==> src/rtl/rv_fetch_pkg.sv <==
// Shared types and constants for the instruction-fetch front end.
package rv_fetch_pkg;

  localparam int              XLEN         = 32;
  localparam logic [XLEN-1:0] PC_INC       = 32'd4;
  localparam logic [XLEN-1:0] RESET_PC_DEF = 32'h0000_0000;

  typedef enum logic [1:0] {
    S_IDLE,
    S_FETCH,
    S_DRAIN
  } fetch_state_e;

  // Fetches are always whole words; low address bits are forced to zero.
  function automatic logic [XLEN-1:0] word_align(input logic [XLEN-1:0] addr);
    return {addr[XLEN-1:2], 2'b00};
  endfunction

endpackage

==> src/rtl/fetch_fifo.sv <==
// Synchronous circular FIFO with synchronous clear and occupancy output.
// Used both for the decode-side instruction buffer and the pc-tag queue.
module fetch_fifo #(
  parameter  int DATA_W = 64,
  parameter  int DEPTH  = 2,
  localparam int AW     = (DEPTH > 1) ? $clog2(DEPTH) : 1,
  localparam int OW     = $clog2(DEPTH + 1)
) (
  input  logic              clk,
  input  logic              rst_n,
  input  logic              clr,
  input  logic              push,
  input  logic [DATA_W-1:0] wdata,
  input  logic              pop,
  output logic [DATA_W-1:0] rdata,
  output logic [OW-1:0]     occ
);

  localparam logic [OW-1:0] FULL = OW'(DEPTH);

  logic [DATA_W-1:0] mem [DEPTH];
  logic [AW-1:0]     wr_ptr;
  logic [AW-1:0]     rd_ptr;
  logic              do_push;
  logic              do_pop;

  // A push into a full FIFO is only legal when the head leaves in the same cycle.
  assign do_pop  = pop && (occ != '0);
  assign do_push = push && ((occ != FULL) || do_pop);

  always_ff @(posedge clk) begin
    if (!rst_n || clr) begin
      wr_ptr <= '0;
      rd_ptr <= '0;
      occ    <= '0;
    end else begin
      if (do_push) wr_ptr <= wr_ptr + AW'(1);
      if (do_pop)  rd_ptr <= rd_ptr + AW'(1);
      occ <= occ + OW'(do_push) - OW'(do_pop);
    end
  end

  always_ff @(posedge clk) begin
    if (do_push && !clr) mem[wr_ptr] <= wdata;
  end

  assign rdata = mem[rd_ptr];

endmodule

==> src/rtl/if_fetch_unit.sv <==
// Instruction-fetch front end: PC generation, credit-limited imem requests,
// in-order response tagging, and stale-response draining after redirects.
module if_fetch_unit
  import rv_fetch_pkg::*;
#(
  parameter logic [31:0] RESET_PC = RESET_PC_DEF,
  parameter int          DEPTH    = 2
) (
  input  logic        i_clk,
  input  logic        i_rst_n,
  output logic        o_imem_req_valid,
  output logic [31:0] o_imem_addr,
  input  logic        i_imem_req_ready,
  input  logic        i_imem_resp_valid,
  input  logic [31:0] i_imem_rdata,
  input  logic        i_redirect,
  input  logic [31:0] i_redirect_pc,
  output logic        o_inst_valid,
  output logic [31:0] o_inst,
  output logic [31:0] o_inst_pc,
  input  logic        i_inst_ready
);

  localparam int OW = $clog2(DEPTH + 1);
  localparam int CW = OW + 1;

  fetch_state_e state, state_n;
  logic [31:0]  fetch_pc, fetch_pc_n;
  logic [OW-1:0] outst, outst_n;
  logic [OW-1:0] drop, drop_n;

  logic [OW-1:0] inst_occ;
  logic [OW-1:0] tag_occ;
  logic [31:0]   tag_pc;
  logic [63:0]   inst_head;

  logic credit;
  logic resp_ok;
  logic acc;
  logic flush;
  logic tag_push;
  logic tag_pop;
  logic inst_push;
  logic req_valid;

  // Credits come from registered counts only, so a pop frees a slot one cycle later.
  assign credit  = ({1'b0, inst_occ} + {1'b0, outst}) < CW'(DEPTH);
  assign resp_ok = i_imem_resp_valid && (outst != '0);
  assign acc     = req_valid && i_imem_req_ready;

  always_comb begin
    state_n    = state;
    fetch_pc_n = fetch_pc;
    outst_n    = outst;
    drop_n     = drop;
    req_valid  = 1'b0;
    flush      = 1'b0;
    tag_push   = 1'b0;
    tag_pop    = 1'b0;
    inst_push  = 1'b0;
    case (state)
      S_IDLE: state_n = S_FETCH;
      S_FETCH, S_DRAIN: begin
        if (i_redirect) begin
          // Everything still in flight becomes stale, including nothing arriving now.
          flush      = 1'b1;
          fetch_pc_n = word_align(i_redirect_pc);
          outst_n    = outst - OW'(resp_ok);
          drop_n     = outst_n;
          state_n    = (outst_n != '0) ? S_DRAIN : S_FETCH;
        end else if (state == S_FETCH) begin
          req_valid = credit;
          if (acc) begin
            tag_push   = 1'b1;
            fetch_pc_n = fetch_pc + PC_INC;
          end
          if (resp_ok) begin
            tag_pop   = 1'b1;
            inst_push = (tag_occ != '0);
          end
          outst_n = outst + OW'(acc) - OW'(resp_ok);
        end else begin
          if (resp_ok && (drop != '0)) begin
            outst_n = outst - OW'(1);
            drop_n  = drop - OW'(1);
            state_n = (drop_n == '0) ? S_FETCH : S_DRAIN;
          end
        end
      end
      default: state_n = S_IDLE;
    endcase
  end

  always_ff @(posedge i_clk) begin
    if (!i_rst_n) begin
      state    <= S_IDLE;
      fetch_pc <= RESET_PC;
      outst    <= '0;
      drop     <= '0;
    end else begin
      state    <= state_n;
      fetch_pc <= fetch_pc_n;
      outst    <= outst_n;
      drop     <= drop_n;
    end
  end

  fetch_fifo #(
    .DATA_W(32),
    .DEPTH (DEPTH)
  ) u_tag_q (
    .clk  (i_clk),
    .rst_n(i_rst_n),
    .clr  (flush),
    .push (tag_push),
    .wdata(fetch_pc),
    .pop  (tag_pop),
    .rdata(tag_pc),
    .occ  (tag_occ)
  );

  fetch_fifo #(
    .DATA_W(64),
    .DEPTH (DEPTH)
  ) u_inst_q (
    .clk  (i_clk),
    .rst_n(i_rst_n),
    .clr  (flush),
    .push (inst_push),
    .wdata({tag_pc, i_imem_rdata}),
    .pop  (i_inst_ready),
    .rdata(inst_head),
    .occ  (inst_occ)
  );

  assign o_imem_req_valid = req_valid;
  assign o_imem_addr      = fetch_pc;
  assign o_inst_valid     = (inst_occ != '0);
  assign o_inst           = o_inst_valid ? inst_head[31:0]  : 32'h0;
  assign o_inst_pc        = o_inst_valid ? inst_head[63:32] : 32'h0;

endmodule

==> config.mk <==
export PLATFORM = sky130hd
export DESIGN_NAME = if_fetch_unit
export DESIGN_NICKNAME = d
export VERILOG_FILES = /design/src/rtl/rv_fetch_pkg.sv /design/src/rtl/fetch_fifo.sv /design/src/rtl/if_fetch_unit.sv
export SDC_FILE = /design/constraint.sdc
export NUM_CORES = 1
export LEC_CHECK = 0
export ABC_CLOCK_PERIOD_IN_PS = 5000
export CORE_ASPECT_RATIO = 0.75
export CORE_MARGIN = 8
export CORE_UTILIZATION = 48
export DETAILED_ROUTE_END_ITERATION = 12
export GPL_TIMING_DRIVEN = 1
export PLACE_DENSITY = 0.73
export SETUP_SLACK_MARGIN = 0.02
export SYNTH_ARGS = -nofsm -noshare
export SYNTH_HDL_FRONTEND = slang
export SYNTH_SLANG_ARGS = --single-unit
==> constraint.sdc <==
create_clock -name i_clk -period 5 [get_ports i_clk]
set_input_delay 0.75 -clock i_clk [delete_from_list [all_inputs] [get_ports i_clk]]
set_output_delay 0.75 -clock i_clk [all_outputs]
set_load 0.1 [all_outputs]
-- Word level (Yosys, flattened, before mapping)
Memory sizes are Yosys's and may differ from the RTL's. A register that Yosys moved wholly into a read port is not among the register bits.
Cells that the tools add are included.
- bits in registers: 46
- bits in writable memories: 192
- input port bits: 70
- output and inout bits: 98
- logic and storage cells: 107
- memories: 2
- memories (memory ; words ; bits a word ; read ports ; clocked after Yosys merged registers in ; wr ports ; line ; text):
    u_inst_q.mem ; 2 ; 64 ; 1 ; 1 ; 1 ; fetch_fifo.sv:21 ; logic [DATA_W-1:0] mem [DEPTH];
    u_tag_q.mem ; 2 ; 32 ; 1 ; 1 ; 1 ; fetch_fifo.sv:21 ;
- add/sub/neg operators: 15
- magnitude comparators: 1
- equal/unequal tests: 7
- muxes and demuxes: 42
- reductions and logical operators: 30
- operators by type and width (operator ; number):
    32-bit two-way mux ; 5
    32-bit by 3-bit adder with 32-bit output, second input constant ; 1
    1-bit two-way mux ; 25
    2-bit two-way mux ; 11
    2-bit nonzero test ; 8
    1-bit logical AND ; 9
    2-bit by 1-bit subtractor with 2-bit output ; 4
    2-bit by 1-bit adder with 2-bit output ; 3
    2-bit inequality test, second input constant ; 3
    3-bit inequality test, second input constant ; 2
    3-bit AND reduction ; 2
    1-bit adder, second input constant ; 4
    2-bit logical NOT ; 2
    2-bit one-hot mux with 2 select lines ; 1
    2-bit AND reduction ; 2
    2-bit by 1-bit subtractor with 2-bit output, second input constant ; 2
    2-bit by 2-bit adder with 3-bit output ; 1
    1-bit logical OR ; 3
    3-bit by 2-bit < comparator with 1-bit output, second input constant ; 1
    3-bit nonzero test ; 1
    2-bit by 1-bit == test with 1-bit output, second input constant ; 1
    2-bit == test, second input constant ; 1
    1-bit logical NOT ; 2
    2-bit OR reduction ; 1

-- Depth between registers and ports, before layout
Gate-level depths: netlist of run 1.
- depth in word-level cells: 14
- gate-level depth with buffers: 14
- gate-level depth less buffers: 14

-- Cells and area by module
Synthesis of run 1 repeated with hierarchy kept, for this count alone.
- cells, all modules: 782
- area total of the unflattened synthesis: 10943.0 um^2
- modules (own cells, without submodules) (module ; times used ; cells an instance ; area each (um^2) ; sequential area each (um^2)):
    fetch_fifo (u_inst_q) ; 1 ; 222 ; 5127.4 ; 3943.8
    if_fetch_unit ; 1 ; 437 ; 3235.6 ; 720.7
    fetch_fifo (u_tag_q) ; 1 ; 123 ; 2580.0 ; 2021.9

-- Worst setup path after synthesis of run 1
Ideal clock, no wire load.
- path kind: input port to flip-flop
- from: in i_redirect
- to: mem u_inst_q.mem[0][0] (enable)
- library setup time: 0.490 ns
- data arrival time: 4.495 ns
- data required time: 4.510 ns
- setup slack: 0.015 ns
- stages on the path: 5
- buffers on the path: 1
- path through: clkbuf_1 > nand3b_1 > nor3_1 > o31a_1 > nor2b_1
- word-level cells in the longest chain between the ends: 6
- elaborated cells on any way between the ends: 9
- classes of those cells: mux: 6; reduce/logical: 3
- RTL lines (what ; line ; text):
    from (decl) ; if_fetch_unit.sv:16 ; input logic i_redirect,
    1-bit two-way mux ; if_fetch_unit.sv:64 ; if (i_redirect) begin
    1-bit two-way mux ; if_fetch_unit.sv:61 ; case (state)
    1-bit logical AND ; fetch_fifo.sv:29 ; assign do_push = push && ((occ != FULL) || do_pop);
    named net u_inst_q.do_push ; fetch_fifo.sv:24 ; logic do_push;
    1-bit logical AND ; fetch_fifo.sv:44 ; if (do_push && !clr) mem[wr_ptr] <= wdata;
    1-bit two-way mux ; fetch_fifo.sv:44 ;
    1-bit two-way mux (not written as such) ; fetch_fifo.sv:44 ;
    to (decl) ; fetch_fifo.sv:21 ;
The timed path passes the listed nets, and every way through them passes these cells.

==> results of run 1 <==
==> worst min-delay path, stage by stage (launching register included) <==
cell,delay (ns)
dfxtp_1,0.31
nand2_1,0.05
a21oi_1,0.05
==> logic make-up (layout without fill, tap and decap cells) <==
group           Yosys count  after routing
mux                      95             95
buf+inv                  59            241
simple gates            215            215
fa+ha+maj                14             14
other cells               1              5
compound gates          112            112
xor+xnor                 10             10
flops                   230            230
==> layout by cell type, fill, tap and decap left out, types with 3 or more instances in the layout <==
master             n
nor2_1            97
a21oi_1           23
clkbuf_16         23
edfxtp_1         184
dfxtp_1           45
clkinv_2           3
inv_1             20
nand3_2            4
nand3b_1           3
nor3_1             9
nand3_1           12
nor4_1             8
mux2_2            31
a211o_1            4
conb_1             4
o211ai_1           4
bufinv_16          4
clkinv_1           3
nor2b_1            4
a311oi_1           8
xnor2_1            8
clkbuf_1           5
nand2b_1           3
clkdlybuf4s50_1  159
a22o_1             3
ha_1              13
buf_4             17
o21ai_0           33
and3_1            14
mux2i_1           64
a22oi_1            4
nand4_1           10
a31oi_1            8
nand2_1           32
o31ai_1            4
==> layout make-up <==
type / count / area [µm²] / area share [%]
multi-input combinational: 450 / 3100 / 24.8
inverter: 20 / 75.1 / 0.601
antenna: 1 / 2.50 / 0.0200
timing repair buffer: 179 / 1760 / 14.1
clock buffer: 30 / 622 / 4.97
sequential: 230 / 6450 / 51.6
tap: 258 / 323 / 2.58
clock inverter: 12 / 164 / 1.31
==> final timing paths <==
| check | depth (start not counted) | to | start | slack (ns) |
|---|---|---|---|---|
| hold / removal | 2 | drop[1]$_SDFFE_PN0P_ | drop[1]$_SDFFE_PN0P_ | 0.47 |
| setup reg to reg | 15 | outst[1]$_SDFFE_PN0P_ | u_inst_q.occ[0]$_SDFF_PP0_ | 1.49 |
| hold reg to reg | 2 | drop[1]$_SDFFE_PN0P_ | drop[1]$_SDFFE_PN0P_ | 0.47 |
| setup / recovery | 4 | o_inst[26] | register | 1.10 |
==> power breakdown <==
part	internal, mW	leakage, nW	switching (mW)
clock	1.08	0.385	0.689
combinational	0.241	1.72	0.556
sequential	2.14	2.04	0.0993
total	3.46	4.15	1.34
==> sequential cells by signal, indices dropped and copies added, names as in the netlist, 2 cells and up, named ones only <==
signal	count
o_imem_addr	30
u_tag_q.mem	60
u_inst_q.occ	2
u_tag_q.occ	2
outst	2
drop	2
state	2
u_inst_q.mem	124
==> stage by stage <==
| stage | util [%] | std cells |
|---|---|---|
| after global placement | 58.3 | 1137 |
| after detailed placement | 58.3 | 1137 |
| final | 62.2 | 1180 |
| after global routing | 62.2 | 1179 |
| after floorplan | - | 739 |
| after CTS | 62.2 | 1179 |
==> routing by layer <==
layer,share of wire (%),track usage [%]
met4,1.3,3.52
met1,46,23.9
met3,6.4,4.29
met5,0,0
met2,47,28.7
==> impl_results.md, run 1 <==
- Outcome: finished clean
- # setup viols final: 0
- Hold slack: 0.470 ns
- Minimum clock period: 3.90 ns
- Synth top area share: 56.7%
- Area contributors post-synth: edfxtp_1 57%, dfxtp_1 9.5%, mux2i_1 6.6%, nor2_1 3.8%, mux2_2 3.6%
- Layout area overhead: 28.3%
- Simple-gate portion of the synthesized area: 11.0%
- CP peak stage delay: about 1.2 ns
- Longest Clk Path Bufs: 3
- Die span in y: 139 µm
- Leak: just over 4 nW
- Worst Setup End Kind: output pin
- Post-Synthesis Cells: ~740
- DR vias: 6508
- Relative slew margins: 29.5%
- Die ar.: 25200 µm²
- Mean Syn Cell Area: 13.2 µm²
- Global-route wire length before repair: 35800 µm
- Nature of the critical path startpoint: register
- Crit path DAT: between 3 and 4 ns
- Worst path bufs/invs: 2
- Iter 0 DRT Violations: 471
- Max FO, Critical Path: 41
- Synth unique cells: 59
- Area of the core: 20100 µm²
- Largest net degree at the start of global routing: 53
- DR pass1 iterations: 5
- Final Cycle Share: 78.0%
- Kind of critical path: register to output pin
- Clk sinks: 230
- Achievable clock frequency: between 200 and 300 MHz
- Max_cap viols: 0
- Worst Tran Pin Value: 1.05 ns
- Compound-Gate Fraction of Synth Area: 7.43%
- Worst skew pair latency: 0.51 ns
- Synth Area in XOR/XNOR: 0.899%
- PwrDens: slightly below 400 nW/µm²
- TNS Setup: 0 ns
- Top FF cell, synth: edfxtp_1
- Peak supply drop: slightly above 0.0002 V
- Most numerous cell in the Yosys netlist: edfxtp_1
- Max-slew violations: 0
- Global route overflow: 0
- Mux cell area share after synthesis: 10.2%
- Hold_buf cts: 0
- Overall Global Routing Usage: 17.7%
- FF+latch count, synth: 230
- Vias in the first global route: 6318
- RSZ-0062 raised after global routing: false
- Cell row count: 45
- Seq/Total Area, Yosys: about two thirds
- Post-Place Worst Slack: around 1.4 ns
- Via density: 5.52
- Worst Hold Class: register to register
- Endpoints failing hold: 0
- Port Buffers: ~160
- Fillers: between 1500 and 2000
- Crit-path slowest cell: clkdlybuf4s50_1
- Drc violations: 0
- Clock buffer count from CTS: 23
- CTS H-tree lvls: 1
- YS warnings: 0
- Async SR Flop Fraction: 0%
- CTS tree: yes
- Initial Utilization: 48.5%
- Placed Area: 11700 µm²
- HPWL after DPL: 15400 µm
- Post-DRT Antenna Nets: 0
- Io pins: 168
- Routed WL per cell: 19.2 µm
- Final instance area: 12500 µm²
- Main combinational cell family by area after synthesis: simple AND/OR/NAND/NOR gates
- Clock skew: 0.0182 ns
- Final Power: 4.81 mW
- Worst setup margin: ~1.1 ns
- Synth Area in Adders: 1.87%
- CTS root buffer: clkbuf_16
- Crit-path leading delay family: buffers and inverters
- Initial antenna violation count: 0
- Commonest cells in the netlist: 184 x edfxtp_1, 98 x nor2_1, 64 x mux2i_1, 46 x dfxtp_1, 34 x o21ai_0
- Req. time, crit path: 4.25 ns
- Share of layout cells above drive strength 1: 11.2%
- Top cell type by total area after synthesis: edfxtp_1
- Final wirelength: 22600 µm
- Die Width: 181 µm
- Post-CTS sizing: 0
- Synth Cell Area: about 10000 µm²
- Clock slew at the register clock pins of the worst setup and hold paths: 0.06 ns
- Crit path cell chain: buf_4 -> mux2i_1 -> nor2_1 -> clkdlybuf4s50_1
- GP Congestion: 0.812
- Fin nets: 988
- Post-CTS Setup Bufs: 0
- Post-synth EDFFs: approximately 180
Power figures use the tool's default switching activity.
==> run 2: changes to the inputs <==
Settings changed: ABC_CLOCK_PERIOD_IN_PS 5000 to 3200.
Clock period 5 ns to 3.2 ns, I/O delays scaled along.
==> impl_results.md, run 2 (synthesis gave the netlist of run 1 again) <==
- Outcome: finished clean
- Worst Hold Class: register to register
- Kind of critical path: register to register
- Post-DRT Antenna Nets: 0
- Die ar.: 25200 µm²
- Crit path DAT: 3.50 ns
- CTS H-tree lvls: 1
- Clk sinks: 230
- Routed WL per cell: between 15 and 20 µm
- Area of the core: between 20000 and 25000 µm²
- Req. time, crit path: between 3 and 4 ns
- Global route overflow: 0
- Most common cell after layout, fill and taps aside: edfxtp_1
- Hold_buf cts: 0
- HPWL after DPL: roughly 15000 µm
- Worst skew pair latency: 0.50 ns
- Final Power: approximately 7.3 mW
- Leak: 4.35 nW
- Fin nets: 995
- Die Width: ~180 µm
- Via density: 5.47
- Final Cycle Share: 96.3%
- Clock buffer count from CTS: 23
- Placed Cells: 1143
- Multi-input gate area: 3130 µm²
- Worst Tran Pin Value: 0.804 ns
- Diode count: 0
- Initial antenna violation count: 0
- M1 GR Usage: 23.9%
- Cell row count: 45
- Fillers: 1581
- Initial Utilization: 48.5%
- CTS root buffer: clkbuf_16
- DR vias: roughly 6500
- Port Buffers: 161
- Max FO, Critical Path: 3
- Finished Layout Cells: 1186
- Drc violations: 0
- M2 GR Usage: 27.3%
- Clock slew at the register clock pins of the worst setup and hold paths: 0.06 ns
- Endpoints failing hold: 0
- GRT met3 Usage: 4.08%
- Worst setup margin: 0.120 ns
- Iter 0 DRT Violations: 389
- Hold slack: roughly 0.48 ns
- Minimum clock period: 3.08 ns
- Max-slew violations: 0
- Largest net degree at the start of global routing: 72
- GP Congestion: 0.853
- Io pins: between 150 and 200
- Most used routing layer: met2
- Die span in y: 139 µm
- Peak supply drop: ~0.00030 V
- Vias in the first global route: 6259
- Max_cap viols: 0
- Achievable clock frequency: about 320 MHz
- Longest Clk Path Bufs: 3
- Worst Setup End Kind: register
- Relative slew margins: 46.2%
- Max reg flops: about 120
- FF+latch area: 6450 µm²
- Layout area overhead: 26.5%
- Clock skew: 0.00803 ns
- Final wirelength: 22300 µm
- Commonest non-fill, non-tap cells in the layout: 184 x edfxtp_1, 113 x buf_4, 95 x nor2_1
- CTS tree: yes
- Share of layout cells above drive strength 1: 22.8%
- # setup viols final: 0
- Overall Global Routing Usage: 17.2%
- Nature of the critical path startpoint: register
- Largest register by flop count: u_inst_q.mem
- Post-Place Worst Slack: roughly 0.05 ns
- PwrDens: 594 nW/µm²
- Global-route wire length before repair: roughly 35000 µm
- DR pass1 iterations: 4
==> run 2: changes by cell type in the layout (fill, tap and decap cells not counted), moves of 2 or more <==
cell             change
buf_4               +96
clkdlybuf4s50_1     -93
buf_12               +4
clkinv_2             +3
bufinv_16            -2
clkbuf_8             -2
dfxtp_1              -2
dfxtp_2              +2
nor2_1               -2
==> run 2: what timing repair did <==
action	4_1_cts	5_1_grt
buffers inserted	0	1
gates resized for setup	0	10
endpoints found under the setup margin	0	1
==> run 2: final timing paths <==
check / startpoint / end / slack [ns] / depth (start not counted)
max: outst[0]$_SDFFE_PN0P_ / outst[1]$_SDFFE_PN0P_ / 0.12 / 14
min: drop[1]$_SDFFE_PN0P_ / drop[1]$_SDFFE_PN0P_ / 0.48 / 2
max reg2reg: outst[0]$_SDFFE_PN0P_ / outst[1]$_SDFFE_PN0P_ / 0.12 / 14
min reg2reg: drop[1]$_SDFFE_PN0P_ / drop[1]$_SDFFE_PN0P_ / 0.48 / 2
==> run 2: critical path: stages, from the launching register on <==
cell and delay [ns]:
dfxtp_2 0.34, inv_1 0.06, nor2_2 0.11, fa_2 0.45
or3b_4 0.40, nor2_4 0.11, inv_1 0.05, ha_1 0.26
inv_1 0.04, ha_2 0.17, xnor2_2 0.17, a31oi_1 0.09
a2bb2o_2 0.22, or3b_2 0.43, o31ai_1 0.07
==> run 2: metrics by stage <==
step / utilization (%) / setup TNS [ns] / cell area, µm²
after floorplan: - / 0 / 9770
final: 61.3 / 0 / 12300
after global routing: 61.3 / -0.0104 / 12300
after detailed placement: 57.6 / 0 / 11600
after global placement: 57.6 / 0 / 11600
after CTS: 61.2 / 0 / 12300
==> run 2: layout make-up <==
cell class,count,share of cell area [%]
clock buffers,28,4.82
flip-flops and latches,230,52.3
repair buffers,186,13.3
inverters,20,0.609
clock inverters,14,0.985
multi-input cells,450,25.4
well taps,258,2.62
==> run 2: where the power goes <==
part	internal, mW	switching [mW]	leakage [nW]
Sequential	3.34	0.152	2.04
Clock	1.49	1.07	0.352
Combinational	0.386	0.886	1.96
Total	5.21	2.10	4.35
==> run 2: per-layer routing <==
| metal | wire, µm | vias up | share of wire [%] |
|---|---|---|---|
| li1 | - | 3113 | - |
| met4 | 246 | 0 | 1.1 |
| met5 | 0 | - | 0 |
| met3 | 1300 | 19 | 5.8 |
| met1 | 10500 | 3169 | 47 |
| met2 | 10300 | 187 | 46 |
